<file path="src/rtl/snake_body.sv">
// snake_body: owns the snake's body and streams its segments to the renderer.
//
// The body is a ring buffer of 2-bit link directions (each entry points from a
// segment toward the next, tail-side segment) plus a registered head position.
// Between game ticks the block walks head->tail one segment per clock, forever.
// A tick computes the next head cell, walks segments 0..len-2 looking for a
// self hit (CHECK), then moves/grows the snake or latches failure (COMMIT).
//
// Ports:
//   clk, rst_n          clock, asynchronous active-low reset
//   game_rst_n          synchronous active-low game restart (same effect as rst_n)
//   tick                one-cycle move strobe (honoured only while streaming)
//   dir_in[1:0]         requested heading: 0=+y 1=-y 2=+x 3=-x
//   eat                 sampled in COMMIT; grow by one segment
//   snake_head_x/y      current head position
//   snake_x/y/dir       streamed segment position and link direction
//   snake_first/last    streamed segment is head / tail
//   snake_valid         stream outputs valid
//   failure, success    sticky end-of-game flags
//   busy                high while a move is being checked/committed
module snake_body #(
    parameter int GAME_WIDTH  = 18,
    parameter int GAME_HEIGHT = 13,
    parameter int MAX_LEN     = 64,
    parameter int INIT_LEN    = 3
) (
    input  logic       clk,
    input  logic       rst_n,
    input  logic       game_rst_n,
    input  logic       tick,
    input  logic [1:0] dir_in,
    input  logic       eat,
    output logic [4:0] snake_head_x,
    output logic [3:0] snake_head_y,
    output logic [4:0] snake_x,
    output logic [3:0] snake_y,
    output logic [1:0] snake_dir,
    output logic       snake_first,
    output logic       snake_last,
    output logic       snake_valid,
    output logic       failure,
    output logic       success,
    output logic       busy
);

    localparam int PW = $clog2(MAX_LEN);
    localparam int LW = PW + 1;

    localparam logic [4:0]    GW    = 5'(GAME_WIDTH);
    localparam logic [3:0]    GH    = 4'(GAME_HEIGHT);
    localparam logic [LW-1:0] MAXL  = LW'(MAX_LEN);
    localparam logic [LW-1:0] INITL = LW'(INIT_LEN);

    typedef enum logic [1:0] {
        ST_STREAM,
        ST_CHECK,
        ST_COMMIT,
        ST_DEAD
    } state_t;

    state_t         state;
    logic [1:0]     mem [MAX_LEN];
    logic [PW-1:0]  head_ptr;
    logic [LW-1:0]  len;
    logic [1:0]     heading;

    // Walk cursor: ring pointer, segment index and that segment's position.
    logic [PW-1:0]  walk_ptr;
    logic [LW-1:0]  walk_cnt;
    logic [4:0]     walk_x;
    logic [3:0]     walk_y;

    // Candidate head for the move in progress and its collision flag.
    logic [4:0]     nh_x;
    logic [3:0]     nh_y;
    logic           hit;

    function automatic logic [4:0] step_x(input logic [4:0] x, input logic [1:0] d);
        case (d)
            2'd2:    step_x = x + 5'd1;
            2'd3:    step_x = x - 5'd1;
            default: step_x = x;
        endcase
    endfunction

    function automatic logic [3:0] step_y(input logic [3:0] y, input logic [1:0] d);
        case (d)
            2'd0:    step_y = y + 4'd1;
            2'd1:    step_y = y - 4'd1;
            default: step_y = y;
        endcase
    endfunction

    logic [1:0]    new_heading;
    logic [1:0]    cur_dir;
    logic [4:0]    step_hx, step_wx;
    logic [3:0]    step_hy, step_wy;
    logic          wall;
    logic          walk_last;
    logic          walk_match;
    logic          tail_hit;
    logic          grow;
    logic [LW-1:0] len_m1, len_m2, len_next;
    logic [PW-1:0] hp_m1;

    always_comb begin
        // A request to reverse onto the neck is dropped; keep going straight.
        new_heading = (dir_in == (heading ^ 2'b01)) ? heading : dir_in;
        step_hx     = step_x(snake_head_x, new_heading);
        step_hy     = step_y(snake_head_y, new_heading);
        wall        = (step_hx == 5'd0) || (step_hx > GW) ||
                      (step_hy == 4'd0) || (step_hy > GH);
        cur_dir     = mem[walk_ptr];
        step_wx     = step_x(walk_x, cur_dir);
        step_wy     = step_y(walk_y, cur_dir);
        len_m1      = len - LW'(1);
        len_m2      = len - LW'(2);
        walk_last   = (walk_cnt == len_m1);
        walk_match  = (walk_x == nh_x) && (walk_y == nh_y);
        // CHECK leaves the cursor on the tail; when growing the tail stays put,
        // so landing on it is a hit after all.
        tail_hit    = eat && walk_match;
        grow        = eat && (len != MAXL);
        len_next    = grow ? len + LW'(1) : len;
        hp_m1       = head_ptr - PW'(1);
    end

    always_ff @(posedge clk or negedge rst_n) begin
        if (!rst_n) begin
            state        <= ST_STREAM;
            snake_head_x <= 5'd4;
            snake_head_y <= 4'd7;
            heading      <= 2'd2;
            len          <= INITL;
            head_ptr     <= '0;
            for (int i = 0; i < MAX_LEN; i++) mem[i] <= 2'd3;
            walk_ptr     <= '0;
            walk_cnt     <= '0;
            walk_x       <= 5'd4;
            walk_y       <= 4'd7;
            nh_x         <= '0;
            nh_y         <= '0;
            hit          <= 1'b0;
            failure      <= 1'b0;
            success      <= 1'b0;
            busy         <= 1'b0;
            snake_valid  <= 1'b0;
            snake_x      <= '0;
            snake_y      <= '0;
            snake_dir    <= '0;
            snake_first  <= 1'b0;
            snake_last   <= 1'b0;
        end else if (!game_rst_n) begin
            state        <= ST_STREAM;
            snake_head_x <= 5'd4;
            snake_head_y <= 4'd7;
            heading      <= 2'd2;
            len          <= INITL;
            head_ptr     <= '0;
            for (int i = 0; i < MAX_LEN; i++) mem[i] <= 2'd3;
            walk_ptr     <= '0;
            walk_cnt     <= '0;
            walk_x       <= 5'd4;
            walk_y       <= 4'd7;
            nh_x         <= '0;
            nh_y         <= '0;
            hit          <= 1'b0;
            failure      <= 1'b0;
            success      <= 1'b0;
            busy         <= 1'b0;
            snake_valid  <= 1'b0;
            snake_x      <= '0;
            snake_y      <= '0;
            snake_dir    <= '0;
            snake_first  <= 1'b0;
            snake_last   <= 1'b0;
        end else begin
            case (state)
                ST_STREAM, ST_DEAD: begin
                    if (state == ST_STREAM && tick) begin
                        heading     <= new_heading;
                        nh_x        <= step_hx;
                        nh_y        <= step_hy;
                        hit         <= wall;
                        busy        <= 1'b1;
                        snake_valid <= 1'b0;
                        walk_ptr    <= head_ptr;
                        walk_cnt    <= '0;
                        walk_x      <= snake_head_x;
                        walk_y      <= snake_head_y;
                        state       <= ST_CHECK;
                    end else begin
                        snake_x     <= walk_x;
                        snake_y     <= walk_y;
                        snake_dir   <= cur_dir;
                        snake_first <= (walk_cnt == '0);
                        snake_last  <= walk_last;
                        snake_valid <= 1'b1;
                        if (walk_last) begin
                            walk_ptr <= head_ptr;
                            walk_cnt <= '0;
                            walk_x   <= snake_head_x;
                            walk_y   <= snake_head_y;
                        end else begin
                            walk_ptr <= walk_ptr + PW'(1);
                            walk_cnt <= walk_cnt + LW'(1);
                            walk_x   <= step_wx;
                            walk_y   <= step_wy;
                        end
                    end
                end
                ST_CHECK: begin
                    if (walk_match) hit <= 1'b1;
                    walk_ptr <= walk_ptr + PW'(1);
                    walk_cnt <= walk_cnt + LW'(1);
                    walk_x   <= step_wx;
                    walk_y   <= step_wy;
                    // Once a hit is known the rest of the walk cannot change it.
                    if (hit || walk_match || walk_cnt == len_m2) state <= ST_COMMIT;
                end
                ST_COMMIT: begin
                    busy     <= 1'b0;
                    walk_cnt <= '0;
                    if (hit || tail_hit) begin
                        failure  <= 1'b1;
                        state    <= ST_DEAD;
                        walk_ptr <= head_ptr;
                        walk_x   <= snake_head_x;
                        walk_y   <= snake_head_y;
                    end else begin
                        snake_head_x <= nh_x;
                        snake_head_y <= nh_y;
                        head_ptr     <= hp_m1;
                        mem[hp_m1]   <= heading ^ 2'b01;
                        len          <= len_next;
                        walk_ptr     <= hp_m1;
                        walk_x       <= nh_x;
                        walk_y       <= nh_y;
                        if (len_next == MAXL) begin
                            success <= 1'b1;
                            state   <= ST_DEAD;
                        end else begin
                            state <= ST_STREAM;
                        end
                    end
                end
                default: state <= ST_STREAM;
            endcase
        end
    end

endmodule

</file>
<file path="config.mk">
export PLATFORM = sky130hd
export DESIGN_NAME = snake_body
export DESIGN_NICKNAME = d
export VERILOG_FILES = /design/src/rtl/snake_body.sv
export SDC_FILE = /design/constraint.sdc
export NUM_CORES = 1
export LEC_CHECK = 0
export ABC_AREA = 1
export ABC_CLOCK_PERIOD_IN_PS = 3200
export CAP_MARGIN = 20
export CORE_MARGIN = 5
export CORE_UTILIZATION = 45
export CTS_CLUSTER_SIZE = 40
export DETAILED_ROUTE_END_ITERATION = 7
export PLACE_DENSITY_LB_ADDON = 0.08
export SYNTH_ARGS = -nofsm -noshare
export SYNTH_HDL_FRONTEND = slang
export SYNTH_SLANG_ARGS = --single-unit
export TNS_END_PERCENT = 20
</file>
<file path="constraint.sdc">
create_clock -name clk -period 3.2 [get_ports clk]
set_input_delay 0.64 -clock clk [delete_from_list [all_inputs] [get_ports clk]]
set_output_delay 0.64 -clock clk [all_outputs]
set_load 0.005 [all_outputs]
</file>
==> results.md <==
* Status: finished, final reports clean
* Simple-gate portion of the synthesized area at 0.279
* Hold-fix buffers, CTS at 0
* Most frequent cells in the layout: nand2_1, o21ai_0, nand3_1
* Die height at 171 um
* Mapped Cells at 1523
* WS Path Type: register to register
* Pwr dens at 962 nW/um2
* CTS clk-pin slew, worst paths at 60 ps
* First-pass GRT wire length at 53.2 mm
* Hold Vio Cnt, Final at 0
* Syn avg cell area at 7.70 um2
* Routed vias at 10200
* Crit path max-delay cell type: dfrtp_2
* Pin count of the biggest net entering global routing at 78
* Synth top area share at 0.312
* Post-synthesis mux area share at 0
* Boundary Pins at 33
* Final worst-path cycle share at 0.914
* Final setup viols at 0
* Routed Antenna Nets at 0
* Critical-path maximum fanout at 24
* Largest family of logic cells by synthesized area: simple AND/OR/NAND/NOR gates
* Crit path buf inv count at 6
* Drt first-iter violations at 699
* Distinct cells, synth at 46
* Rel. slew slack at 0.488
* Top Family by Delay on Critical Path: simple AND/OR/NAND/NOR gates
* Worst path required time at 3650 ps
* Pre-Repair DR Iteration Count at 5
* CTS tree: done
* Post-synthesis async set-or-reset flop share at 1.00
* Post-Syn Nets at 1554
* Post-synthesis sequential area ratio at 0.448
* Post-route DRC at 0
* Post-synth EDFFs at 0
* Max-cap violations at 0
* Die X at 171 um
* Main synth FF type: dfstp_2
* YS warnings at 0
* Synth Area in Adders at 0.0275
* Syn-to-layout area delta at 14.1%
* Port bufs at 32
* Worst path arrival time at 3380 ps
* Nets@finish at 1589
* Root buffer cell: clkbuf_16
* Initial Utilization at 0.454
* Min-delay worst type: primary input to asynchronous set/reset pin
* Placer congestion estimate at 0.836
* XOR/XNOR share of the synthesized area at 0.0313
* Peak supply drop at 0.527 mV
* Initial antenna violation count at 0
* Crit-path cells: inv_4, buf_12, nand2_1, nand3_1, nand3_1, nand2_1, nand2_1, nand3_1, nand3_2, nand2_2, inv_1, nor2_4, buf_4, ha_1, a31oi_2, inv_1, nand2_1, nand3_1, nand2_1, nand3_1, nand2_1, inv_1, nor2_1
* Synth top area cells: dfstp_2, nand2_1, dfrtp_1, o21ai_0, nand3_1
* Area leader, netlist: dfstp_2
* Slew Limit Fails at 0
* CP Launch Type: register
* Drt total wl at 32.3 mm
* DR vias/cell at 5.33
* Rows at 59
* Number of global-route vias before repair at 10100
* Share of layout cells above drive strength 1 at 0.180
* H-Tree Depth at 1
* Worst Hold Slack at 196 ps
* GRT Util Overall at 0.224
* Clk_lat worst skew at 530 ps
* Cell Area, Synth at 11700 um2
* Post-synthesis compound-gate area fraction at 0.145
* Commonest non-fill, non-tap cell in the layout: nand2_1
* Worst path max stage delay at 460 ps
* Critical path capture point type: register
* Leakage at 6.17 nW
* Clock buffer depth at 3
* # diodes at 0
* Max Fclk at 342 MHz
* CP dominant cell by count: nand2_1
* Area of the core at 25800 um2
* Post-route setup TNS at 0 ps
* Clock skew at 12.1 ps
* Final Critical Period at 2930 ps
* Clk sinks at 203
* Drt wl/cell at 16.9 um
* Actual slew at the worst max-slew pin at 767 ps
* Synth Register Bits at 203
* Num CTS Buffers at 25
* Die Footprint at 29400 um2
* Detailed placement HPWL at 21.5 mm
* Grt ovf at 0
==> stage by stage <==
step	cell area (um2)	setup WS [ps]	util	power, mW	std cells
2_1_floorplan	11700	458	-	8.27	1523
5_1_grt	13400	-4.18	0.518	13.9	1912
4_1_cts	13300	136	0.515	12.8	1910
6_report	13400	274	0.518	12.9	1912
3_5_place_dp	12500	-51.0	0.484	10.0	1864
3_3_place_gp	12500	21.9	0.484	9.94	1864
==> flip-flops by register name (all words and copies together) (netlist names), 2 cells and up <==
signal,flops
mem,128
nh_y,4
walk_y,4
walk_cnt,7
snake_dir,2
nh_x,5
snake_head_x,5
state,2
walk_x,5
heading,2
len,7
walk_ptr,6
snake_y,4
head_ptr,6
snake_x,5
snake_head_y,4
==> path summary, 6_finish.rpt <==
check                           slack, ps   startpoint  cells after the start           to
min in group clk                      470     mem[121]                      2     mem[121]
worst min-delay path                  200        rst_n                      1  head_ptr[4]
worst max-delay path                  270  walk_ptr[0]                     23    walk_y[3]
max in group asynchronous            2210        rst_n                      2     mem[124]
worst min register to register        470     mem[121]                      2     mem[121]
worst max register to register        270  walk_ptr[0]                     23    walk_y[3]
==> Yosys cell counts, types with 2 or more instances <==
library cell,number
o21ai_1,36
o211ai_1,12
nor3_1,5
ha_1,21
xnor2_1,11
clkinv_1,4
a22o_1,2
inv_2,10
or2_2,5
fa_1,3
a22oi_1,5
buf_1,2
nand3_1,160
nand3_2,4
buf_4,5
nand2_4,14
nand2_1,497
o21ai_0,210
o22ai_1,19
nand4_1,11
dfrtp_1,64
inv_1,98
a31oi_1,5
a21o_1,2
buf_6,9
a211oi_1,2
nor2_2,2
buf_2,23
dfstp_2,139
nand3b_1,2
xor2_1,29
nand2_2,10
a21oi_1,19
nor2_1,40
clkbuf_1,32
==> power breakdown <==
group          switching (mW)  internal [mW]
clock                    1.11           1.60
combinational            3.57           2.05
sequential              0.601           3.94
total                    5.29           7.58
==> layout make-up <==
type	instances	area, um2
clock inverters	6	33.8
inverters	112	423
fillers	2622	12500
well taps	335	419
clock buffers	40	752
flip-flops and latches	203	5260
repair buffers	79	774
multi-input cells	1137	5720
==> layer usage <==
layer  routed length [um]  track usage  vias up  part of all wire
met2                15200        0.378      201              0.47
li1                     -            -     5104                 -
met1                14900        0.304     4832              0.46
met4                  943       0.0634        0             0.029
met3                 1220       0.0276       62             0.038
met5                    0            0        -                 0
==> worst register-to-register path: stages (launching register included) <==
cell and delay [ps]:
dfrtp_2 460, inv_4 120, buf_12 170, nand2_1 70, nand3_1 60, nand3_1 80
nand2_1 120, nand2_1 60, nand3_1 100, nand3_2 140, nand2_2 130, inv_1 90
nor2_4 120, buf_4 130, ha_1 220, a31oi_2 230, inv_1 60, nand2_1 80
nand3_1 70, nand2_1 80, nand3_1 80, nand2_1 80, inv_1 30, nor2_1 70
==> kinds of logic (layout without fill, tap and decap cells) <==
group	Yosys count	after routing
compound gates	317	317
xor+xnor	41	41
fa+ha+maj	24	24
buf+inv	183	237
flops	203	203
simple gates	755	755
==> timing repair <==
action / CTS / global route
endpoints found under the setup margin: 0 / 3
endpoints found under the hold margin: 0 / 0
resized for setup: 0 / 13
setup buffers: 0 / 2
Power figures use the tool's default switching activity.
